--- src/rtl/psum_out_collector_if.sv ---
// Bundle of the control, router-facing and output-stream signals of psum_out_collector.
// The collector takes the slave view; a controller/testbench drives through master.
interface psum_out_collector_if #(
  parameter int unsigned DATA_WIDTH = 16,
  parameter int unsigned ID_WIDTH   = 8,
  parameter int unsigned PACK       = 4
);
  logic                       start;
  logic [ID_WIDTH-1:0]        id_first;
  logic [ID_WIDTH-1:0]        id_last;
  logic [15:0]                psum_per_id;
  logic [ID_WIDTH-1:0]        source_id;
  logic                       psum_out_start;
  logic [DATA_WIDTH-1:0]      bus_data;
  logic                       bus_en;
  logic [PACK*DATA_WIDTH-1:0] out_data;
  logic                       out_valid;
  logic                       out_ready;
  logic                       busy;
  logic                       done;
  logic                       err;

  modport master (
    output start, id_first, id_last, psum_per_id, bus_data, bus_en, out_ready,
    input  source_id, psum_out_start, out_data, out_valid, busy, done, err
  );

  modport slave (
    input  start, id_first, id_last, psum_per_id, bus_data, bus_en, out_ready,
    output source_id, psum_out_start, out_data, out_valid, busy, done, err
  );
endinterface

--- src/rtl/psum_out_collector.sv ---
// Walks router IDs, collects each PE's psum beats from the shared bus, packs PACK psums
// per word and buffers the words in a first-word-fall-through FIFO toward the global buffer.
module psum_out_collector #(
  parameter int unsigned DATA_WIDTH = 16,
  parameter int unsigned ID_WIDTH   = 8,
  parameter int unsigned PACK       = 4,
  parameter int unsigned FIFO_DEPTH = 8
) (
  input logic                clk,
  input logic                rst,
  psum_out_collector_if.slave bus
);

  localparam int unsigned WordW = PACK * DATA_WIDTH;
  localparam int unsigned AddrW = $clog2(FIFO_DEPTH);
  localparam int unsigned LaneW = (PACK > 1) ? $clog2(PACK) : 1;

  typedef enum logic [2:0] {StIdle, StIssue, StCollect, StFlush, StDone} state_e;

  state_e               state_q, state_d;
  logic [ID_WIDTH-1:0]  source_id_q, source_id_d;
  logic [ID_WIDTH-1:0]  id_last_q, id_last_d;
  logic [15:0]          ppi_q, ppi_d;
  logic [15:0]          beat_cnt_q, beat_cnt_d;
  logic [LaneW-1:0]     lane_cnt_q, lane_cnt_d;
  logic [WordW-1:0]     pack_q, pack_d;
  logic                 psum_out_start_q, psum_out_start_d;
  logic                 err_q, err_d;

  logic [WordW-1:0]     mem_q [FIFO_DEPTH];
  logic [AddrW-1:0]     wr_ptr_q, wr_ptr_d;
  logic [AddrW-1:0]     rd_ptr_q, rd_ptr_d;
  logic [AddrW:0]       count_q, count_d;

  logic                 push, pop, fifo_full, fifo_empty;
  logic                 beat_ok, stray;
  logic [WordW-1:0]     push_word, beat_word;

  assign fifo_empty = (count_q == '0);
  assign fifo_full  = (count_q == (AddrW+1)'(FIFO_DEPTH));
  assign pop        = !fifo_empty && bus.out_ready;

  // A beat counts only in COLLECT while the per-ID quota is still open.
  assign beat_ok = bus.bus_en && (state_q == StCollect) && (beat_cnt_q != ppi_q);
  assign stray   = bus.bus_en && !beat_ok;

  // Current pack register with the incoming beat dropped into its lane.
  always_comb begin
    beat_word = pack_q;
    for (int l = 0; l < PACK; l++) begin
      if (lane_cnt_q == LaneW'(l)) begin
        beat_word[l*DATA_WIDTH +: DATA_WIDTH] = bus.bus_data;
      end
    end
  end

  always_comb begin
    state_d          = state_q;
    source_id_d      = source_id_q;
    id_last_d        = id_last_q;
    ppi_d            = ppi_q;
    beat_cnt_d       = beat_cnt_q;
    lane_cnt_d       = lane_cnt_q;
    pack_d           = pack_q;
    psum_out_start_d = 1'b0;
    err_d            = err_q;
    push             = 1'b0;
    push_word        = pack_q;

    unique case (state_q)
      StIdle: begin
        if (bus.start) begin
          state_d     = StIssue;
          source_id_d = bus.id_first;
          id_last_d   = bus.id_last;
          ppi_d       = bus.psum_per_id;
          lane_cnt_d  = '0;
          pack_d      = '0;
          err_d       = 1'b0;
        end
      end

      StIssue: begin
        if (fifo_empty) begin
          psum_out_start_d = 1'b1;
          beat_cnt_d       = '0;
          state_d          = StCollect;
        end
      end

      StCollect: begin
        if (beat_ok) begin
          beat_cnt_d = beat_cnt_q + 16'd1;
          if (lane_cnt_q == LaneW'(PACK - 1)) begin
            lane_cnt_d = '0;
            pack_d     = '0;
            push_word  = beat_word;
            // A full FIFO with no pop this cycle loses the word.
            if (fifo_full && !pop) begin
              err_d = 1'b1;
            end else begin
              push = 1'b1;
            end
          end else begin
            lane_cnt_d = lane_cnt_q + 1'b1;
            pack_d     = beat_word;
          end
        end
        if (beat_cnt_d == ppi_q) begin
          if (source_id_q == id_last_q) begin
            state_d = StFlush;
          end else begin
            source_id_d = source_id_q + 1'b1;
            state_d     = StIssue;
          end
        end
      end

      StFlush: begin
        if (lane_cnt_q == '0) begin
          state_d = StDone;
        end else if (!fifo_full || pop) begin
          push       = 1'b1;
          push_word  = pack_q;
          lane_cnt_d = '0;
          pack_d     = '0;
          state_d    = StDone;
        end
      end

      StDone: begin
        state_d = StIdle;
      end

      default: begin
        state_d = StIdle;
      end
    endcase

    if (stray) begin
      err_d = 1'b1;
    end
  end

  always_comb begin
    wr_ptr_d = push ? wr_ptr_q + 1'b1 : wr_ptr_q;
    rd_ptr_d = pop  ? rd_ptr_q + 1'b1 : rd_ptr_q;
    unique case ({push, pop})
      2'b10:   count_d = count_q + 1'b1;
      2'b01:   count_d = count_q - 1'b1;
      default: count_d = count_q;
    endcase
  end

  always_ff @(posedge clk) begin
    if (rst) begin
      state_q          <= StIdle;
      source_id_q      <= '0;
      id_last_q        <= '0;
      ppi_q            <= '0;
      beat_cnt_q       <= '0;
      lane_cnt_q       <= '0;
      pack_q           <= '0;
      psum_out_start_q <= 1'b0;
      err_q            <= 1'b0;
      wr_ptr_q         <= '0;
      rd_ptr_q         <= '0;
      count_q          <= '0;
    end else begin
      state_q          <= state_d;
      source_id_q      <= source_id_d;
      id_last_q        <= id_last_d;
      ppi_q            <= ppi_d;
      beat_cnt_q       <= beat_cnt_d;
      lane_cnt_q       <= lane_cnt_d;
      pack_q           <= pack_d;
      psum_out_start_q <= psum_out_start_d;
      err_q            <= err_d;
      wr_ptr_q         <= wr_ptr_d;
      rd_ptr_q         <= rd_ptr_d;
      count_q          <= count_d;
    end
  end

  // Storage needs no reset; occupancy alone decides what is visible.
  always_ff @(posedge clk) begin
    if (push) begin
      mem_q[wr_ptr_q] <= push_word;
    end
  end

  assign bus.source_id      = source_id_q;
  assign bus.psum_out_start = psum_out_start_q;
  assign bus.out_valid      = !fifo_empty;
  assign bus.out_data       = fifo_empty ? '0 : mem_q[rd_ptr_q];
  assign bus.busy           = (state_q != StIdle);
  assign bus.done           = (state_q == StDone);
  assign bus.err            = err_q;

endmodule

--- src/flat_wrapper.sv ---
// flat-port wrapper written by rule: the top's interface ports become plain ports
module psum_out_collector_flat 
#(
  parameter int unsigned DATA_WIDTH = 16,
  parameter int unsigned ID_WIDTH   = 8,
  parameter int unsigned PACK       = 4,
  parameter int unsigned FIFO_DEPTH = 8
)
  (clk, rst, bus_start, bus_id_first, bus_id_last, bus_psum_per_id, bus_bus_data, bus_bus_en, bus_out_ready, bus_source_id, bus_psum_out_start, bus_out_data, bus_out_valid, bus_busy, bus_done, bus_err);
  psum_out_collector_if #(.DATA_WIDTH(DATA_WIDTH), .ID_WIDTH(ID_WIDTH), .PACK(PACK)) bus_i ();
  input logic clk;
  input logic rst;
  input wire logic [$bits(bus_i.start)-1:0] bus_start;
  input wire logic [$bits(bus_i.id_first)-1:0] bus_id_first;
  input wire logic [$bits(bus_i.id_last)-1:0] bus_id_last;
  input wire logic [$bits(bus_i.psum_per_id)-1:0] bus_psum_per_id;
  input wire logic [$bits(bus_i.bus_data)-1:0] bus_bus_data;
  input wire logic [$bits(bus_i.bus_en)-1:0] bus_bus_en;
  input wire logic [$bits(bus_i.out_ready)-1:0] bus_out_ready;
  output wire logic [$bits(bus_i.source_id)-1:0] bus_source_id;
  output wire logic [$bits(bus_i.psum_out_start)-1:0] bus_psum_out_start;
  output wire logic [$bits(bus_i.out_data)-1:0] bus_out_data;
  output wire logic [$bits(bus_i.out_valid)-1:0] bus_out_valid;
  output wire logic [$bits(bus_i.busy)-1:0] bus_busy;
  output wire logic [$bits(bus_i.done)-1:0] bus_done;
  output wire logic [$bits(bus_i.err)-1:0] bus_err;
  assign bus_i.start = bus_start;
  assign bus_i.id_first = bus_id_first;
  assign bus_i.id_last = bus_id_last;
  assign bus_i.psum_per_id = bus_psum_per_id;
  assign bus_i.bus_data = bus_bus_data;
  assign bus_i.bus_en = bus_bus_en;
  assign bus_i.out_ready = bus_out_ready;
  assign bus_source_id = bus_i.source_id;
  assign bus_psum_out_start = bus_i.psum_out_start;
  assign bus_out_data = bus_i.out_data;
  assign bus_out_valid = bus_i.out_valid;
  assign bus_busy = bus_i.busy;
  assign bus_done = bus_i.done;
  assign bus_err = bus_i.err;
  psum_out_collector #(.DATA_WIDTH(DATA_WIDTH), .ID_WIDTH(ID_WIDTH), .PACK(PACK), .FIFO_DEPTH(FIFO_DEPTH)) u_core (.clk(clk), .rst(rst), .bus(bus_i));
endmodule
--- config.mk ---
export PLATFORM = sky130hd
export DESIGN_NAME = psum_out_collector_flat
export DESIGN_NICKNAME = d
export VERILOG_FILES = /design/src/rtl/psum_out_collector_if.sv /design/src/rtl/psum_out_collector.sv /design/src/flat_wrapper.sv
export SDC_FILE = /design/constraint.sdc
export NUM_CORES = 1
export LEC_CHECK = 0
export CORE_ASPECT_RATIO = 0.5
export CORE_MARGIN = 4
export CORE_UTILIZATION = 60
export DETAILED_ROUTE_END_ITERATION = 7
export GPL_ROUTABILITY_DRIVEN = 0
export GPL_TIMING_DRIVEN = 0
export PLACE_DENSITY = 0.8
export SLEW_MARGIN = 0
export SYNTH_ARGS = -nofsm -noshare
export SYNTH_HDL_FRONTEND = slang
export SYNTH_SLANG_ARGS = --single-unit
--- constraint.sdc ---
create_clock -name clk -period 17.74 [get_ports clk]
set_input_delay 1.774 -clock clk [delete_from_list [all_inputs] [get_ports clk]]
set_output_delay 1.774 -clock clk [all_outputs]
set_load 0.05 [all_outputs]
==> results of run 1 <==
==> path summary, 6_finish.rpt <==
kind | startpoint | to | slack (ps) | cells past startpoint
worst max-delay path | u_core.count_q[1] | bus_out_data[5] | 11680 | 6
worst min-delay path | u_core.pack_q[14] | u_core.pack_q[14] | 450 | 2
worst max register to register | u_core.state_q[2] | u_core.mem_q[1][40] | 12860 | 11
worst min register to register | u_core.pack_q[14] | u_core.pack_q[14] | 450 | 2
==> power by group through the flow <==
| stage | logic [mW] | registers, mW | clock network, mW |
|---|---|---|---|
| 5_1_grt | 0.481 | 1.69 | 1.36 |
| 3_5_place_dp | 0.444 | 1.72 | 0 |
| 6_report | 0.451 | 1.68 | 1.29 |
| 4_1_cts | 0.447 | 1.68 | 1.30 |
| 2_1_floorplan | 0.281 | 1.73 | 0 |
| 3_3_place_gp | 0.434 | 1.72 | 0 |
==> through the flow <==
stage | hold slack, ps | util
6_report | 455 | 0.720
5_1_grt | 483 | 0.720
4_1_cts | 453 | 0.720
3_5_place_dp | 443 | 0.675
3_3_place_gp | 438 | 0.662
2_1_floorplan | 430 | -
==> metal layers <==
layer	wire length (um)	vias up
met5	26	-
met4	1410	4
met3	6020	113
met2	29400	795
met1	24900	7830
li1	-	6728
==> cells in the mapped netlist, types with 3 or more instances <==
cell type,n
a211oi_1,3
a21oi_1,86
a22oi_1,13
and2_1,20
and3_1,4
buf_1,22
buf_2,9
clkbuf_1,57
dfxtp_1,132
edfxtp_1,512
ha_1,11
inv_1,12
mux2_2,50
mux2i_1,67
mux4_2,128
nand2_1,203
nand2b_1,7
nand3_1,24
nand3b_1,7
nand4_1,9
nor2_1,118
nor2b_1,6
nor3_1,23
o211ai_1,7
o21a_1,4
o21ai_0,8
o21ai_1,4
o31a_1,5
o32ai_1,5
or2_2,4
or3_1,6
xnor2_1,22
xor2_1,16
==> flip-flops by register name (all words and copies together), names as in the netlist, named ones only <==
name and flops:
u_core.wr_ptr_q 3, u_core.mem_q 512, u_core.rd_ptr_q 3, u_core.bus.err 1, u_core.beat_cnt_q 16, u_core.count_q 4
u_core.id_last_q 8, u_core.bus.psum_out_start 1, u_core.state_q 3, u_core.lane_cnt_q 2, u_core.bus.source_id 8, u_core.ppi_q 16
u_core.pack_q 64
==> cell families (layout without fill, tap and decap cells) <==
group / count (synthesis) / after routing / synth area share
fa+ha+maj: 11 / 11 / 0.00527
mux: 245 / 245 / 0.158
flops: 644 / 644 / 0.690
buf+inv: 100 / 358 / 0.0148
compound gates: 158 / 158 / 0.0395
xor+xnor: 41 / 41 / 0.0146
simple gates: 452 / 452 / 0.0781
==> final cells by class <==
| class | count | area, um^2 |
|---|---|---|
| flip-flops and latches | 644 | 18000 |
| fillers | 2552 | 11900 |
| multi-input cells | 907 | 7760 |
| repair buffers | 159 | 1790 |
| clock buffers | 67 | 1440 |
| well taps | 577 | 722 |
| clock inverters | 32 | 477 |
| plain buffers | 88 | 342 |
| inverters | 12 | 45.0 |
==> critical path, delay by kind of cell, from the launching register on <==
| kind | cells | cell delay (ps) |
|---|---|---|
| buffers and inverters | 4 | 2500 |
| AND/OR/NAND/NOR | 2 | 890 |
| flip-flops | 1 | 300 |
==> results.yml, run 1 <==
cts:
  ctsHoldBuffers: 0
  htreeDepth: 2
  clock_latency_ps: 590
  post_cts_resized: 0
  cts_tree: "yes"
  post-cts-setup-buffer-count: 0
  cts_buffers: 53
  clk_pin_slew_ps: 70
  cts_sinks: 644
  clock_path_buffers: 3
  cts_root_buf: "clkbuf_16"
timing:
  worstMarginPinSlew_ps: 1280
  drv_slew: 0
  min_period_over_period: 0.341
  layout_min_cycle_time_ps: 6060
  final-hold-violation-count: 0
  setup_tns_ps: 0
  fin_worst_skew_ps: 21.1
  rsz0062_at_grt: "no"
  fmax_mhz: 165
  setup_viol: 0
  setup_ws_ps: 11680
  maxSlewHeadroom: 0.149
die:
  ios: 130
  die_h_um: 156
  core_mm2: 0.0425
  die_w_um: 303
  design.die.area_mm2: 0.0471
  rows: 53
  start_util: 0.614
yosys:
  synth.area.top_cells: "edfxtp_1, mux4_2, dfxtp_1"
  synth_seq_cells: 644
  netlist_instances: 1651
  yosysSeqAreaShare: 0.690
  synth_warnings: 0
  syn_area_mm2: 0.0261
  ys_async_sr_fraction: 0
  synth_top_area_cell: "edfxtp_1"
  post_synth_num_cell_types: 69
  synth_fp_nets: 1715
  synth_edf_count: 512
  synthFlopType: "edfxtp_1"
  netlist.area_leader.share: 0.589
  syn_area_per_cell_um2: 15.8
worst_hold_path:
  hp-class: "reg -> reg"
cells_and_area:
  diodes: 0
  final_area_mm2: 0.0306
  layout_common_cells: "edfxtp_1, nand2_1, dfxtp_1, clkdlybuf4s50_1, mux4_2"
  drive_above_1_share: 0.175
  area_delta_synth_final_pct: 17.2
  instances_no_fill: 2486
  fin_nets: 1929
  mostFrequentLayoutCell: "edfxtp_1"
worst_setup_path:
  crit_required_ps: 15970
  cp_max_fo: 10
  cpMostUsedCell: "clkbuf_1"
  end_kind: "primary output"
  crit_chain: "clkbuf_1 -> nor4_1 -> clkbuf_1 -> clkbuf_1 -> nor2_1 -> clkdlybuf4s50_1"
  max_stage_delay_ps: 1000
  critical_path_arrival_ps: 4280
  crit_type: "reg -> out"
  cp-start-kind: "flip-flop"
  cp_slowest_cell: "clkbuf_1"
placed_design:
  place_hpwl_um: 39600
  numPortBuffers: 129
  dpl_worst_slack_ps: 11610
  dp_cells: 2387
  dpl_cell_area_mm2: 0.0287
grt:
  grt_pass1_wl_um: 93700
  met1_usage: 0.380
  grt-ovfl-total: 0
  grt_pass1_vias: 15800
  antenna_found_initial: 3
  grt.total_usage: 0.265
  grt-busiest-layer: "met2"
  use_met3: 0.0533
  met2_usage: 0.425
  grt_max_degree: 27
drt:
  drt_iter0_markers: 1804
  vias: 15500
  ant_nets: 0
  wl_um: 61700
  viasPerCell: 6.22
  drc: 0
  dr.pass1.iters: 6
  wire_per_inst_um: 24.8
status:
  status: "completed"
power:
  clkPwrFrac: 0.376
  power_mw: 3.42
  ir_drop_mv: 0.0884
  p_switching_mw: 0.861
  comb_power_share: 0.132
  sw_frac_of_total: 0.251
  power_frac_seq: 0.492
  intPower_mw: 2.56
  power_leakage_nw: 10.3
  p_per_area_mw_per_mm2: 112
run:
  max_cap_violations: 0
Power figures use the tool's default switching activity.
==> run 2, diff against run 1 <==
clock period = 5.7 ns   (was 17.74 ns; I/O delays follow)
==> results.yml, run 2 (synthesis gave the netlist of run 1 again) <==
status:
  status: "completed"
cts:
  post-cts-setup-buffer-count: 0
  clock_path_buffers: 3
  cts_buffers: 52
  cts_tree: "yes"
  post_cts_resized: 0
  clock_latency_ps: 590
  cts_root_buf: "clkbuf_16"
  cts_sinks: 644
  clk_pin_slew_ps: 60
  htreeDepth: 2
  ctsHoldBuffers: 0
timing:
  fmax_mhz: 210
  min_period_over_period: 0.834
  fin_worst_skew_ps: 24.3
  drv_slew: 0
  final-hold-violation-count: 0
  whs_ps: 453
  setup_viol: 0
  maxSlewHeadroom: 0.170
  rsz0062_at_grt: "no"
  setup_ws_ps: 945
  layout_min_cycle_time_ps: 4750
  worstMarginPinSlew_ps: 1250
cells_and_area:
  mostFrequentLayoutCell: "edfxtp_1"
  top_register: "u_core.mem_q"
  top_regs: "u_core.mem_q: 512 flops, u_core.pack_q: 64 flops"
  fillers: 2527
  area_delta_synth_final_pct: 16.8
  largest_reg_flops: 512
  diodes: 0
  layout_common_cells: "edfxtp_1, nand2_1, dfxtp_1, clkdlybuf4s50_1, mux4_2"
  final_area_mm2: 0.0305
  fin_nets: 1922
  drive_above_1_share: 0.167
die:
  core_mm2: 0.0425
  design.die.area_mm2: 0.0471
  rows: 53
  ios: 130
  die_w_um: 303
  start_util: 0.614
  die_h_um: 156
power:
  clkPwrFrac: 0.355
  p_per_area_mw_per_mm2: 338
  intPower_mw: 7.68
  comb_power_share: 0.136
  p_switching_mw: 2.64
  power_leakage_nw: 10.2
  ir_drop_mv: 0.307
  power_frac_seq: 0.508
  sw_frac_of_total: 0.255
worst_setup_path:
  crit_required_ps: 5960
  cp-start-kind: "flip-flop"
  crit_type: "reg -> reg"
  critical_path_arrival_ps: 5020
  end_kind: "flip-flop"
  cp_max_fo: 25
drt:
  drt_iter0_markers: 1770
  dr.pass1.iters: 6
  ant_nets: 0
  drc: 0
  wire_per_inst_um: 24.6
  viasPerCell: 6.22
  wl_um: 61100
  vias: 15400
grt:
  antenna_found_initial: 0
  grt-ovfl-total: 0
  grt_pass1_wl_um: 93300
  grt-busiest-layer: "met2"
  use_met3: 0.0457
  met1_usage: 0.380
  grt_max_degree: 27
  grt_pass1_vias: 15500
  grt.total_usage: 0.263
  met2_usage: 0.426
placed_design:
  dpl_worst_slack_ps: 814
  dpl_cell_area_mm2: 0.0288
  place_hpwl_um: 39600
  numPortBuffers: 129
run:
  max_cap_violations: 0
worst_hold_path:
  hp-class: "reg -> reg"
run 2: cell types whose count changed in the layout (fill, tap and decap cells not counted), sizes merged:
| cell | before | now |
|---|---|---|
| clkinvlp | 2 | 1 |
| clkinv | 18 | 7 |
| clkbuf | 124 | 142 |
| inv | 12 | 13 |
| bufinv | 12 | 4 |
| buf | 61 | 55 |
run 2: cell type report:
| class | count | area [um^2] | area share |
|---|---|---|---|
| plain buffers | 88 | 342 | 0.0112 |
| inverters | 12 | 45.0 | 0.00148 |
| repair buffers | 153 | 1860 | 0.0611 |
| well taps | 577 | 722 | 0.0237 |
| clock inverters | 13 | 178 | 0.00583 |
| multi-input cells | 907 | 7770 | 0.255 |
| clock buffers | 85 | 1550 | 0.0508 |
| flip-flops and latches | 644 | 18000 | 0.591 |
run 2: metrics by stage:
stage	util	TNS (ps)	instances	power (mW)
after floorplan	-	0	1651	6.26
after global placement	0.662	-1580110	2357	6.69
after detailed placement	0.677	0	2381	6.73
after CTS	0.717	0	2479	10.3
after global routing	0.717	0	2479	10.7
final	0.717	0	2479	10.3
run 2: final timing paths:
path,startpoint,to,slack [ps],depth (start not counted)
setup / recovery,u_core.state_q[2],u_core.mem_q[6][41],950,10
hold / removal,u_core.pack_q[20],u_core.pack_q[20],450,2
setup reg to reg,u_core.state_q[2],u_core.mem_q[6][41],950,10
hold reg to reg,u_core.pack_q[20],u_core.pack_q[20],450,2
run 2: power groups by stage:
| stage | clock network [mW] | logic [mW] | registers [mW] |
|---|---|---|---|
| global placement | 0 | 1.35 | 5.34 |
| finish | 3.67 | 1.40 | 5.24 |
| CTS | 3.70 | 1.40 | 5.24 |
| floorplan | 0 | 0.875 | 5.39 |
| global route | 3.91 | 1.51 | 5.25 |
| detailed placement | 0 | 1.38 | 5.34 |
run 2: layer usage:
metal | vias to the layer above | wire (um) | part of all wire
li1 | 6719 | - | -
met2 | 800 | 29400 | 0.48
met3 | 112 | 5810 | 0.095
met1 | 7798 | 24500 | 0.40
met5 | - | 0 | 0
met4 | 0 | 1410 | 0.023
run 2: critical path, cell delays in order (launching register included):
cell and delay [ps]:
dfxtp_1 380, nor3b_2 480, nand2_1 240, o21ba_2 340
buf_2 240, nand2_1 340, a211oi_1 680, nand2b_1 430
nor2_4 750, buf_12 300, buf_12 230
==> run 3, diff against run 2 <==
clock period = 4.95 ns   (was 5.7 ns; I/O delays follow)
==> results.yml, run 3 (synthesis gave the netlist of run 1 again) <==
worst_hold_path:
  min_from: "bus_id_last[3]"
  hold_end: "u_core.id_last_q[3]"
  hp-class: "in -> reg"
  hold_path_depth: 3
worst_setup_path:
  critical_path_arrival_ps: 4230
  crit_chain: "clkbuf_1 -> buf_1 -> mux4_2 -> mux2i_1 -> nor2_1 -> clkdlybuf4s50_1"
  max_stage_delay_ps: 910
  cp_max_fo: 10
  timing.rr.end: "u_core.mem_q[0][42]"
  rr_startpoint: "u_core.state_q[2]"
  cp_num_buf_inv: 3
  crit_family: "buffers and inverters"
  crit_type: "reg -> out"
  crit_required_ps: 4450
  cp-start-kind: "flip-flop"
  reg2reg_depth: 12
  r2r_setup_slack_ps: 300
  cp_slowest_cell: "buf_1"
  end_kind: "primary output"
power:
  p_switching_mw: 3.10
  clkPwrFrac: 0.373
  power_frac_seq: 0.494
  sw_frac_of_total: 0.253
  p_per_area_mw_per_mm2: 398
  ir_drop_mv: 0.338
  power_mw: 12.2
  intPower_mw: 9.12
  comb_power_share: 0.133
  power_leakage_nw: 10.3
cts:
  cts_root_buf: "clkbuf_16"
  htreeDepth: 2
  clock_latency_ps: 590
  clock_path_buffers: 3
  ctsHoldBuffers: 0
  cts_buffers: 53
  cts_sinks: 644
  clk_pin_slew_ps: 70
  cts_tree: "yes"
grt:
  grt_pass1_wl_um: 93400
  grt.total_usage: 0.264
  grt_max_degree: 27
  grt_pass1_vias: 15700
  grt-ovfl-total: 0
  antenna_found_initial: 4
timing:
  fmax_mhz: 212
  maxSlewHeadroom: 0.241
  setup_viol: 0
  layout_min_cycle_time_ps: 4720
  whs_ps: 451
  rsz0062_at_grt: "no"
  worstMarginPinSlew_ps: 1140
  fin_worst_skew_ps: 19.4
  min_period_over_period: 0.954
  drv_slew: 0
  final-hold-violation-count: 0
cells_and_area:
  area_delta_synth_final_pct: 17.6
  largest_reg_flops: 512
  drive_above_1_share: 0.173
  fin_nets: 1926
  top_regs: "u_core.mem_q: 512 flops, u_core.pack_q: 64 flops"
  mostFrequentLayoutCell: "edfxtp_1"
  fillers: 2496
  layout_common_cells: "edfxtp_1, nand2_1, dfxtp_1, clkdlybuf4s50_1, mux4_2"
  top_register: "u_core.mem_q"
drt:
  ant_nets: 0
  vias: 15500
  dr.pass1.iters: 6
  drc: 0
  wire_per_inst_um: 24.8
  wl_um: 61600
  drt_iter0_markers: 1987
  viasPerCell: 6.26
die:
  rows: 53
  start_util: 0.614
  design.die.area_mm2: 0.0471
  die_h_um: 156
  die_w_um: 303
  ios: 130
  core_mm2: 0.0425
status:
  status: "completed"
placed_design:
  place_hpwl_um: 39500
  numPortBuffers: 129
run:
  max_cap_violations: 0
[run 3: worst min-delay path: stages]
cell and delay (ps):
clkdlybuf4s50_1 390, nand2_1 60, a21oi_1 50
[run 3: area by class of cell]
class	count	area, um^2	area share
diodes	1	2.50	0.0000815
plain buffers	88	343	0.0112
clock buffers	71	1480	0.0481
clock inverters	29	414	0.0135
inverters	12	45.0	0.00147
multi-input cells	908	7790	0.253
flip-flops and latches	644	18000	0.587
well taps	577	722	0.0235
repair buffers	155	1910	0.0622
[run 3: worst max-delay path by stage]
stage	cells after the start	slack, ps	from	end
floorplan	9	-360	u_core.beat_cnt_q[13]	u_core.mem_q[6][0]
global placement	8	-4050	bus_bus_en	u_core.mem_q[4][30]
detailed placement	10	50	bus_bus_en	u_core.mem_q[2][41]
CTS	6	30	u_core.count_q[1]	bus_out_data[5]
global route	6	5	flip-flop	bus_out_data[25]
finish	6	230	flip-flop	bus_out_data[25]
[run 3: what timing repair did]
| item | CTS | global route |
|---|---|---|
| buffers inserted | 0 | 0 |
| resized for setup | 0 | 5 |
| endpoints found under the hold margin | 0 | 0 |
| setup endpoints to repair | 0 | 90 |
[run 3: stage by stage]
stage | setup WS, ps | util | instances | area (um^2) | setup TNS (ps)
after floorplan | -365 | - | 1651 | 26100 | -130400
after global placement | -4050 | 0.662 | 2357 | 28100 | -1818840
after detailed placement | 45.5 | 0.678 | 2383 | 28800 | 0
after CTS | 29.4 | 0.722 | 2483 | 30700 | 0
after global routing | 4.78 | 0.723 | 2485 | 30700 | 0
final | 227 | 0.723 | 2485 | 30700 | 0
[run 3: power by group through the flow]
stage          Combinational, mW  Clock [mW]  Sequential [mW]
6_report                    1.62        4.56             6.04
2_1_floorplan               1.01           0             6.20
3_5_place_dp                1.59           0             6.15
5_1_grt                     1.74        4.83             6.05
3_3_place_gp                1.55           0             6.15
4_1_cts                     1.61        4.59             6.04
[run 3: layer usage]
layer	track usage	wire, um	vias to the layer above
met3	0.0641	6370	123
met4	0.0812	1640	4
met5	0	26	-
met2	0.424	29500	859
li1	-	-	6747
met1	0.366	24100	7816
